<file path="src/rtl/bitmanip_crc_unit.sv">
// bitmanip_crc_unit: iterative CRC32/CRC32C reduction of rs1 for the bitmanip extension.
// Handles BITS_PER_CYCLE bit-steps per clock and holds the result until writeback takes it.
module bitmanip_crc_unit #(
    parameter int BITS_PER_CYCLE = 8,
    parameter int TRANS_ID_BITS  = 3
) (
    input  logic                     clk_i,
    input  logic                     rst_ni,
    input  logic                     flush_i,
    input  logic                     valid_i,
    output logic                     ready_o,
    input  logic [8:0]               operator_i,
    input  logic [63:0]              operand_a_i,
    input  logic [TRANS_ID_BITS-1:0] trans_id_i,
    output logic [63:0]              result_o,
    output logic                     valid_o,
    input  logic                     result_ready_i,
    output logic [TRANS_ID_BITS-1:0] trans_id_o
);
    localparam int LOG_BPC = $clog2(BITS_PER_CYCLE);
    if (BITS_PER_CYCLE != 1 && BITS_PER_CYCLE != 2 && BITS_PER_CYCLE != 4 && BITS_PER_CYCLE != 8) begin : g_bad_bpc
        $error("BITS_PER_CYCLE must be 1, 2, 4 or 8");
    end
    typedef enum logic [1:0] {IDLE, BUSY, DONE} state_t;
    state_t                   state;
    logic [5:0]               cnt;
    logic [31:0]              poly;
    logic [63:0]              x;
    logic [63:0]              x_step;
    logic [TRANS_ID_BITS-1:0] id;
    logic [6:0]               nsteps;
    logic                     unused_op;
    assign unused_op  = ^operator_i[8:3];
    assign nsteps     = (7'd8 << operator_i[1:0]) >> LOG_BPC;
    assign result_o   = x;
    assign trans_id_o = id;
    // Chained bit steps on the full 64-bit value, so wider operands reduce to a 32-bit CRC.
    always_comb begin
        x_step = x;
        for (int i = 0; i < BITS_PER_CYCLE; i++)
            x_step = (x_step >> 1) ^ ({32'b0, poly} & {64{x_step[0]}});
    end
    always_ff @(posedge clk_i or negedge rst_ni) begin
        if (!rst_ni) begin
            state   <= IDLE;
            ready_o <= 1'b1;
            valid_o <= 1'b0;
            cnt     <= '0;
            poly    <= '0;
            x       <= '0;
            id      <= '0;
        end else if (flush_i) begin
            state   <= IDLE;
            ready_o <= 1'b1;
            valid_o <= 1'b0;
        end else begin
            case (state)
                IDLE: if (valid_i) begin
                    state   <= BUSY;
                    ready_o <= 1'b0;
                    x       <= operand_a_i;
                    poly    <= operator_i[2] ? 32'h82F63B78 : 32'hEDB88320;
                    id      <= trans_id_i;
                    cnt     <= 6'(nsteps - 7'd1);
                end
                BUSY: begin
                    x <= x_step;
                    if (cnt == '0) begin
                        state   <= DONE;
                        valid_o <= 1'b1;
                    end else begin
                        cnt <= cnt - 6'd1;
                    end
                end
                DONE: if (result_ready_i) begin
                    state   <= IDLE;
                    valid_o <= 1'b0;
                    ready_o <= 1'b1;
                end
                default: state <= IDLE;
            endcase
        end
    end
endmodule

</file>
<file path="config.mk">
export PLATFORM = sky130hd
export DESIGN_NAME = bitmanip_crc_unit
export DESIGN_NICKNAME = d
export VERILOG_FILES = /design/src/rtl/bitmanip_crc_unit.sv
export SDC_FILE = /design/constraint.sdc
export NUM_CORES = 1
export LEC_CHECK = 0
export BUFFER_PORTS_ARGS = -buffer_cell sky130_fd_sc_hd__buf_4
export CORE_ASPECT_RATIO = 1.25
export CORE_MARGIN = 3
export CORE_UTILIZATION = 58
export CTS_CLUSTER_DIAMETER = 100
export DETAILED_ROUTE_END_ITERATION = 16
export PLACE_DENSITY = 0.91
export RECOVER_POWER = 25
export SYNTH_ARGS = -nofsm -noshare
export SYNTH_HDL_FRONTEND = slang
export SYNTH_SLANG_ARGS = --single-unit
</file>
<file path="constraint.sdc">
create_clock -name clk_i -period 3.4 [get_ports clk_i]
set_clock_uncertainty 0.1 [all_clocks]
set_input_delay 0.34 -clock clk_i [delete_from_list [all_inputs] [get_ports clk_i]]
set_output_delay 0.34 -clock clk_i [all_outputs]
set_load 0.01 [all_outputs]
</file>
# ---- Yosys cells after proc, flatten, opt, wreduce, memory -nomap -nowiden
# Index checks and enable logic that the tools add are counted.
dict set report classes {
  muxes 19
  n_reduce_logical 11
  n_addsub 2
  eq_ne 7
  bitwise 17
  n_shift 1
}
# op n
set op_table {}
lappend op_table {{$and A32 B64 Y64} 8}
lappend op_table {{$xor A63 B64 Y64} 8}
lappend op_table {{$pmux W64 S2} 1}
lappend op_table {{$mux W64} 1}
lappend op_table {{$mux W31} 1}
lappend op_table {{$reduce_and A3 Y1} 5}
lappend op_table {{$mux W6} 2}
lappend op_table {{$pmux W6 S2} 1}
lappend op_table {{$ne A3 B3 Y1 const B} 3}
lappend op_table {{$mux W2} 4}
lappend op_table {{$shl A4 B2 Y7 const A} 1}
lappend op_table {{$logic_not A6 Y1} 1}
lappend op_table {{$mux W1} 6}
lappend op_table {{$pmux W2 S3} 1}
lappend op_table {{$reduce_bool A3 Y1} 2}
lappend op_table {{$sub A6 B1 Y6 const B} 1}
lappend op_table {{$sub A4 B1 Y5 const B} 1}
lappend op_table {{$ne A2 B2 Y1 const B} 2}
lappend op_table {{$pmux W1 S2} 2}
lappend op_table {{$reduce_and A4 Y1} 1}
lappend op_table {{$eq A2 B1 Y1 const B} 1}
lappend op_table {{$eq A2 B2 Y1 const B} 1}
lappend op_table {{$logic_not A2 Y1} 1}
lappend op_table {{$reduce_bool A2 Y1} 1}
lappend op_table {{$not A1 Y1} 1}
dict set report word_totals {
  inputBits 81
  reg_bits 109
  output_inout_bits 69
}

# ---- Longest topological paths before layout
# Gate-level depths: netlist of run 1.
dict set report depth {
  depth_word 17
  depth_mapped 9
  mapped_depth_nobuf 8
}

# ---- Worst setup path before layout of run 1
# OpenSTA, ideal clock, no wires.
dict set report synth_timing {
  path_type {register to register}
  startpoint {reg x[1] (netlist: result_o[1])}
  endpoint {reg x[15] (netlist: result_o[15])}
  path_stages_with_launch 10
  arrival_time_ps 2014
  setup_time_ps 82
  required_ps 3218
  slack_ps 1204
  cell_sequence {dfrtp_1 -> buf_4 -> buf_6 -> xor2_2 -> or2_1 -> nand3_1 -> xnor3_1 -> xor2_1 -> nand2_1 -> a31oi_1}
}
dict set report synth_via {
  elab_chain_len 16
}
# item line
set synth_rtl {}
lappend synth_rtl {{start: declaration} 28} ;# logic [63:0] x;
lappend synth_rtl {{start signal: assignment} 61} ;# x <= operand_a_i;
lappend synth_rtl {{start signal: assignment} 67} ;# x <= x_step;
lappend synth_rtl {{$xor A63 B64 Y64 (*)} 41} ;# x_step = (x_step >> 1) ^ ({32'b0, poly} & {64{x_step[0]}});
lappend synth_rtl {{$and A32 B64 Y64 (*)} 41}
lappend synth_rtl {{$xor A63 B64 Y64 (*)} 41}
lappend synth_rtl {{$and A32 B64 Y64} 41}
lappend synth_rtl {{$xor A63 B64 Y64 (*)} 41}
lappend synth_rtl {{$and A32 B64 Y64} 41}
lappend synth_rtl {{$xor A63 B64 Y64 (*)} 41}
lappend synth_rtl {{$and A32 B64 Y64} 41}
lappend synth_rtl {{$xor A63 B64 Y64 (*)} 41}
lappend synth_rtl {{$and A32 B64 Y64} 41}
lappend synth_rtl {{$xor A63 B64 Y64 (*)} 41}
lappend synth_rtl {{$and A32 B64 Y64} 41}
lappend synth_rtl {{$xor A63 B64 Y64 (*)} 41}
lappend synth_rtl {{$and A32 B64 Y64} 41}
lappend synth_rtl {{$xor A63 B64 Y64 (*)} 41}
lappend synth_rtl {{$pmux W64 S2 (*)} 57} ;# case (state)
# Mark *: on every way between the ends. The rest lies on a longest branch, timed or not.
# A chain may end at the register's enable or synchronous reset.

# ---- Final worst setup path of run 1
dict set report layout_timing {
  startpoint {reg x[1] (netlist: result_o[1])}
  endpoint {reg x[19] (netlist: result_o[19])}
}
# The elaborated chain is that of the path after synthesis.

==> results of run 1 <==
-- layer usage --
layer | vias to the layer above | global-route usage
li1 | 2417 | -
met1 | 2472 | 0.380
met2 | 251 | 0.544
met3 | 39 | 0.0767
met4 | 0 | 0.140
met5 | - | 0
-- area by class of cell --
class	instances	area, um2	area share
multi-input cells	517	3450	0.483
flip-flops and latches	80	2000	0.280
repair buffers	158	1180	0.165
clock buffers	9	225	0.0315
well taps	123	154	0.0215
clock inverters	7	101	0.0142
inverters	9	33.8	0.00472
-- state kept, by name, indices dropped and copies added, names as in the netlist --
name        cells
cnt             6
poly            3
ready_o         1
result_o       64
state           2
trans_id_o      3
valid_o         1
-- power by group through the flow --
stage / Combinational, mW / Sequential (mW) / Clock [mW]
final: 6.03 / 1.67 / 1.09
after global routing: 6.52 / 1.70 / 1.13
after CTS: 6.02 / 1.66 / 1.09
after detailed placement: 5.96 / 1.67 / 0
after global placement: 5.88 / 1.65 / 0
after floorplan: 4.59 / 1.62 / 0
-- how the worst max path moves through the flow --
stage                                to  depth (start not counted)
6_report       result_o[19]$_DFFE_PN0P_                          8
4_1_cts        result_o[19]$_DFFE_PN0P_                          8
3_5_place_dp   result_o[19]$_DFFE_PN0P_                          8
5_1_grt        result_o[19]$_DFFE_PN0P_                          8
3_3_place_gp   result_o[22]$_DFFE_PN0P_                          8
2_1_floorplan  result_o[15]$_DFFE_PN0P_                          9
-- worst register-to-register path: stages (launching register included) --
cell     delay [ns]
dfrtp_1        0.65
buf_4          0.30
xor2_1         0.28
nand3_1        0.11
and3b_1        0.27
xnor2_1        0.46
xnor2_1        0.20
xnor2_1        0.15
o21ai_1        0.07
-- cell usage in the layout, fill, tap and decap left out, types with 2 or more instances in the layout --
master      synthesis  final
nand2_1           123    123
a31oi_1            30     30
inv_6               0      2
xor2_1             38     38
xnor2_2             5      5
bufinv_16           0      2
nand2b_1            5      4
nand3_1             7      7
xnor3_1            12     12
nor2_1             57     56
inv_1               9      9
a21oi_1            41     41
o21ai_1             9      9
and2_1              2      2
nor2_2              1      2
clkbuf_16           0      9
ha_1                3      3
buf_4               3    157
a32oi_1             2      2
nor3_1              5      4
nor2b_1             2      2
clkinvlp_4          0      2
o22ai_1             6      6
or2_2               3      3
xnor2_1            81     81
mux2_2              3      3
dfrtp_1            79     79
a22o_1              8      8
mux2i_1             4      4
xor2_2              5      5
o21ai_0            28     27
nor3_2              1      2
and3_1             13     13
a21boi_0            2      2
nand2_2             2      2
-- logic make-up after synthesis --
family	count (synthesis)
buffers and inverters	56
AO/OA/AOI/OAI	134
XOR/XNOR	144
multiplexers	8
adder cells (fa/ha/maj)	3
AND/OR/NAND/NOR	228
flip-flops	80
==> flow_metrics.tcl, run 1 <==
set metrics [dict create \
    clkTransAtPathRegs_ns 0.07 \
    core.rowCount 39 \
    clock_sinks 80 \
    ys_top_cells_by_area "dfrtp_1, xnor2_1, nand2_1, xor2_1, xnor3_1" \
    first_pass_iters 5 \
    wl_um 17000 \
    final-setup-viol-count 0 \
    rsz0062_at_grt "false" \
    die-area_mm2 0.0110 \
    yosysSeqAreaShare 0.352 \
    final_area_mm2 0.00716 \
    dr.max_layer_used "met4" \
    synthCells 653 \
    yosys.area_share.simple 0.171 \
    nNetsFinal 859 \
    vias_per_cell 5.74 \
    leakage_nw 3.32 \
    finalMaxSlewViolations 81 \
    cp_slowest_cell "dfrtp_1" \
    wire_per_inst_um 18.8 \
    timing.rr.end "result_o[19]$_DFFE_PN0P_" \
    reg2reg_depth 8 \
    path_delay_family "XOR/XNOR gates" \
    gr-total-overflow 0 \
    drv_cap 1 \
    pwr-share-comb 0.687 \
    dp_cells 887 \
    switching_share 0.438 \
    place.gp.congestion 0.961 \
    fmaxAchievable_ghz 0.365 \
    cts_resized 0 \
    ir_drop_mv 0.518 \
    numCtsBuffers 9 \
    fillers 714 \
    first_iter_violations 317 \
    synth_ff_type "dfrtp_1" \
    yosys_warnings 0 \
    cp_data_arrival_time_ns 2.84 \
    yosysTopAreaCellShare 0.347 \
    drc 0 \
    ys_async_sr_fraction 1.00 \
    synth_most_common_cell "nand2_1" \
    clk_latency_ns 0.35 \
    min-delay-start "flush_i" \
    worstPathMaxFanout 8 \
    synthTopCellsByCount "nand2_1, xnor2_1, dfrtp_1" \
    cp-end-kind "flop" \
    syn_nets 737 \
    htreeDepth 3 \
    cts_root_buf "clkbuf_16" \
    worst-setup-path-type "reg -> reg" \
    status "finished, violations left" \
    cp_cell_sequence "buf_4, xor2_1, nand3_1, and3b_1, xnor2_1, xnor2_1, xnor2_1, o21ai_1" \
    hold_violations 0 \
    cts_tree "done" \
    finalWorstSetupSlack_ns 0.662 \
    finalPower_mw 8.79 \
    synth-edff-count 0 \
    grt_pass1_vias 5131 \
    synth_area_per_cell_um2 8.72 \
    grt_pass1_wl_um 26700 \
    hold_buffers 0 \
    wl_met2_um 8700 \
    tightestPinTransition_ns 2.08 \
    path_buf_inv 1 \
    slew_headroom -0.387 \
    instances_no_fill 903 \
    synth.ff_latch_count 80 \
    worstHoldPathCells 2 \
    finalSetupTns_ns 0 \
    cp.required_ns 3.50 \
    cts.path.max_buffers 2 \
    synth_top_family_by_area "XOR/XNOR gates" \
    post-cts-setup-buffer-count 0 \
    antenna_found_initial 0 \
    yosysTopAreaCell "dfrtp_1" \
    dpl_worst_slack_ns 0.730 \
    p_per_area_mw_per_mm2 1230 \
    reg2reg_from "result_o[1]$_DFFE_PN0P_" \
    synth_cell_types 55 \
    die_x_um 94.6 \
    hpwl_um 12200 \
    port_buffers 143 \
    diodes 0 \
    utilization 0.764 \
    synth_adder_area_share 0.00659 \
    synth_mux_area_frac 0.0169 \
    antenna_left 0 \
    syn_to_final_growth_pct 25.7 \
    layout-drive-gt1-share 0.260 \
    critPathLaunch "result_o[1]$_DFFE_PN0P_" \
    syn_area_mm2 0.00569 \
    wl_met3_um 1390 \
    synth_compound_area_frac 0.138 \
    seq_power_share 0.190 \
    grt_util_all_layers 0.318 \
    violations "max-capacitance violations, max-slew violations" \
    cp_slowest_stage_delay_ns 0.65 \
    hold_class "in -> reg" \
    fp.dieH_um 117 \
    clockPowerShare 0.124 \
    grt_start_max_net_pins 82 \
    cp-start-kind "flop" \
    met1_length_um 6380 \
    p_sw_mw 3.85 \
    synth_xor_area_frac 0.272 \
    worst_path_most_repeated_cell "xnor2_1" \
    fin_crit_sh 0.805 \
    core_mm2 0.00937 \
    r2r_slack_ns 0.66 \
    initial_core_util 0.608 \
    finalCriticalPeriod_ns 2.74 \
    p_int_mw 4.94 \
    worst_hold_slack_ns 0.0890 \
    dpl_cell_area_mm2 0.00683 \
    min_to "valid_o$_DFFE_PN0P_" \
    vias 5179 \
    io_pins 150 \
]
(Power assumes the default switching activity.)
==> run 2: changes to the inputs <==
--- a/config.mk
+++ b/config.mk
@@ -8,10 +8,10 @@
 export BUFFER_PORTS_ARGS = -buffer_cell sky130_fd_sc_hd__buf_4
 export CORE_ASPECT_RATIO = 1.25
 export CORE_MARGIN = 3
-export CORE_UTILIZATION = 58
+export CORE_UTILIZATION = 49
 export CTS_CLUSTER_DIAMETER = 100
 export DETAILED_ROUTE_END_ITERATION = 16
-export PLACE_DENSITY = 0.91
+export PLACE_DENSITY = 0.82
 export RECOVER_POWER = 25
 export SYNTH_ARGS = -nofsm -noshare
 export SYNTH_HDL_FRONTEND = slang
==> constraint.sdc (replaced) <==
create_clock -name clk_i -period 2.28 [get_ports clk_i]
set_clock_uncertainty 0.1 [all_clocks]
set_input_delay 0.228 -clock clk_i [delete_from_list [all_inputs] [get_ports clk_i]]
set_output_delay 0.228 -clock clk_i [all_outputs]
set_load 0.01 [all_outputs]
==> run 2 against run 1 <==
  * The run ends with negative setup slack left
  * Non-clock buffer count rose by 59
  * Fmax rose by 19%
  * Critical path depth rose by 1
  * Design area rose by 10%
  * Clock-buffer cell count rose by 1
  * Sequential cell count did not move
  * Global-route usage fell by 4.2 points
  * Via count rose by 4.9%
  * Die area rose by 17%
  * Power rose by 68%
  * First-iteration DRC count rose by 6.9%
  * Critical path type unchanged
  * Critical endpoint is now result_o[10]$_DFFE_PN0P_
==> flow_metrics.tcl, run 2 (synthesis results as in run 1) <==
set metrics [dict create \
    cp_data_arrival_time_ns 2.39 \
    syn_to_final_growth_pct 38.5 \
    fin_crit_sh 1.01 \
    vias 5435 \
    cts_tree "done" \
    numCtsBuffers 9 \
    die_x_um 102 \
    ir_drop_mv 0.800 \
    cp-start-kind "flop" \
    tightestPinTransition_ns 1.02 \
    cp.required_ns 2.37 \
    layout-drive-gt1-share 0.340 \
    htreeDepth 3 \
    rsz0062_at_grt "true" \
    clkTransAtPathRegs_ns 0.07 \
    cts.path.max_buffers 2 \
    clock_sinks 80 \
    wl_um 18100 \
    p_per_area_mw_per_mm2 1870 \
    hold_violations 0 \
    r2r_slack_ns -0.01 \
    fmaxAchievable_ghz 0.436 \
    fillers 849 \
    layout.cells.most_common "buf_4" \
    reg2reg_depth 9 \
    utilization 0.701 \
    timing.rr.end "result_o[10]$_DFFE_PN0P_" \
    slew_headroom 0.319 \
    layout_common_cells "buf_4, nand2_1, dfrtp_1, xnor2_1, nor2_1" \
    finalSetupTns_ns -0.0126 \
    port_buffers 143 \
    worst_hold_slack_ns 0.0108 \
    largest_reg_flops 64 \
    min_to "result_o[58]$_DFFE_PN0P_" \
    io_pins 150 \
    vias_per_cell 5.58 \
    reg2reg_from "result_o[0]$_DFFE_PN0P_" \
    cts_root_buf "clkbuf_16" \
    grt_pass1_wl_um 27700 \
    gr-total-overflow 0 \
    drv_cap 0 \
    worstPathMaxFanout 8 \
    violations "negative setup slack" \
    initial_core_util 0.506 \
    finalPower_mw 14.8 \
    status "finished, violations left" \
    hold_class "in -> reg" \
    finalWorstSetupSlack_ns -0.0126 \
    nNetsFinal 918 \
    fp.dieH_um 127 \
    grt_start_max_net_pins 66 \
    grt_util_all_layers 0.276 \
    wire_per_inst_um 18.5 \
    first_pass_iters 5 \
    clk_latency_ns 0.34 \
    finalMaxSlewViolations 0 \
    die-area_mm2 0.0130 \
    place.gp.congestion 0.946 \
    diodes 0 \
    antenna_found_initial 0 \
    drc 0 \
    finalCriticalPeriod_ns 2.29 \
    antenna_left 0 \
    leakage_nw 3.69 \
    first_iter_violations 339 \
    worstHoldPathCells 2 \
    core.rowCount 43 \
    core_mm2 0.0112 \
    worst-setup-path-type "reg -> reg" \
    hpwl_um 13400 \
    min-delay-start "operand_a_i[58]" \
    cp-end-kind "flop" \
    grt_pass1_vias 5367 \
    final-setup-viol-count 1 \
]
## run 2: cell types whose count changed in the layout (fill, tap and decap cells not counted), moves of 3 or more
cell	delta
buf_4	+44
buf_6	+3
dfrtp_2	+4
xnor2_4	+3
xor2_2	+3
buf_12	+5
dfrtp_1	-4
xor2_1	-4
xnor2_1	-8
xnor2_2	+5
dlygate4sd3_1	+4
## run 2: metrics by stage
step | instances | setup WS (ns) | area [um2]
6_report | 974 | -0.0126 | 7880
5_1_grt | 974 | -0.101 | 7880
4_1_cts | 967 | 0.0200 | 7650
3_5_place_dp | 947 | -0.0562 | 7280
3_3_place_gp | 947 | -0.0233 | 7280
2_1_floorplan | 653 | 0.0839 | 5690
## run 2: worst max-delay path by stage
stage,startpoint,to,slack (ns)
detailed placement,result_o[0]$_DFFE_PN0P_,result_o[10]$_DFFE_PN0P_,-0.06
global placement,result_o[0]$_DFFE_PN0P_,result_o[22]$_DFFE_PN0P_,-0.02
floorplan,result_o[1]$_DFFE_PN0P_,result_o[15]$_DFFE_PN0P_,0.08
global route,result_o[0]$_DFFE_PN0P_,result_o[10]$_DFFE_PN0P_,-0.10
finish,result_o[0]$_DFFE_PN0P_,result_o[10]$_DFFE_PN0P_,-0.01
CTS,poly[30]$_DFFE_PN0P_,result_o[15]$_DFFE_PN0P_,0.02
## run 2: repair_timing
action                                 CTS  global route
endpoints found under the hold margin   44             0
setup endpoints to repair                8            18
pin swaps                                0            14
gates resized for setup                  4            35
gates cloned                             0             0
setup buffers                            0             8
hold buffers                             4             0
## run 2: area by class of cell
| class | instances | area [um2] | share of cell area |
|---|---|---|---|
| clock inverter | 6 | 75.1 | 0.00952 |
| tap | 135 | 169 | 0.0214 |
| inverter | 9 | 33.8 | 0.00429 |
| clock buffer | 10 | 239 | 0.0303 |
| sequential | 80 | 2010 | 0.255 |
| timing repair buffer | 217 | 1700 | 0.216 |
| multi-input combinational | 517 | 3650 | 0.463 |
## run 2: metal layers
| metal | share of wire | up-vias | global-route usage | wire (um) |
|---|---|---|---|---|
| met4 | 0.037 | 0 | 0.111 | 663 |
| met2 | 0.52 | 205 | 0.469 | 9430 |
| met3 | 0.054 | 42 | 0.0594 | 978 |
| met1 | 0.39 | 2663 | 0.337 | 6980 |
| li1 | - | 2525 | - | - |
| met5 | 0 | - | 0 | 0 |
## run 2: critical path: stages, from the launching register on
cell	delay, ns
dfrtp_2	0.48
buf_4	0.17
xor2_2	0.18
a21boi_2	0.26
nor2_2	0.07
xnor2_1	0.23
buf_4	0.18
mux2i_2	0.23
xnor2_1	0.14
o22ai_1	0.09
## run 2: where the power goes
group | internal, mW | switching [mW] | leakage [nW]
Sequential | 1.86 | 0.579 | 0.936
Clock | 0.894 | 0.626 | 0.151
Combinational | 5.69 | 5.11 | 2.60
Total | 8.45 | 6.32 | 3.69
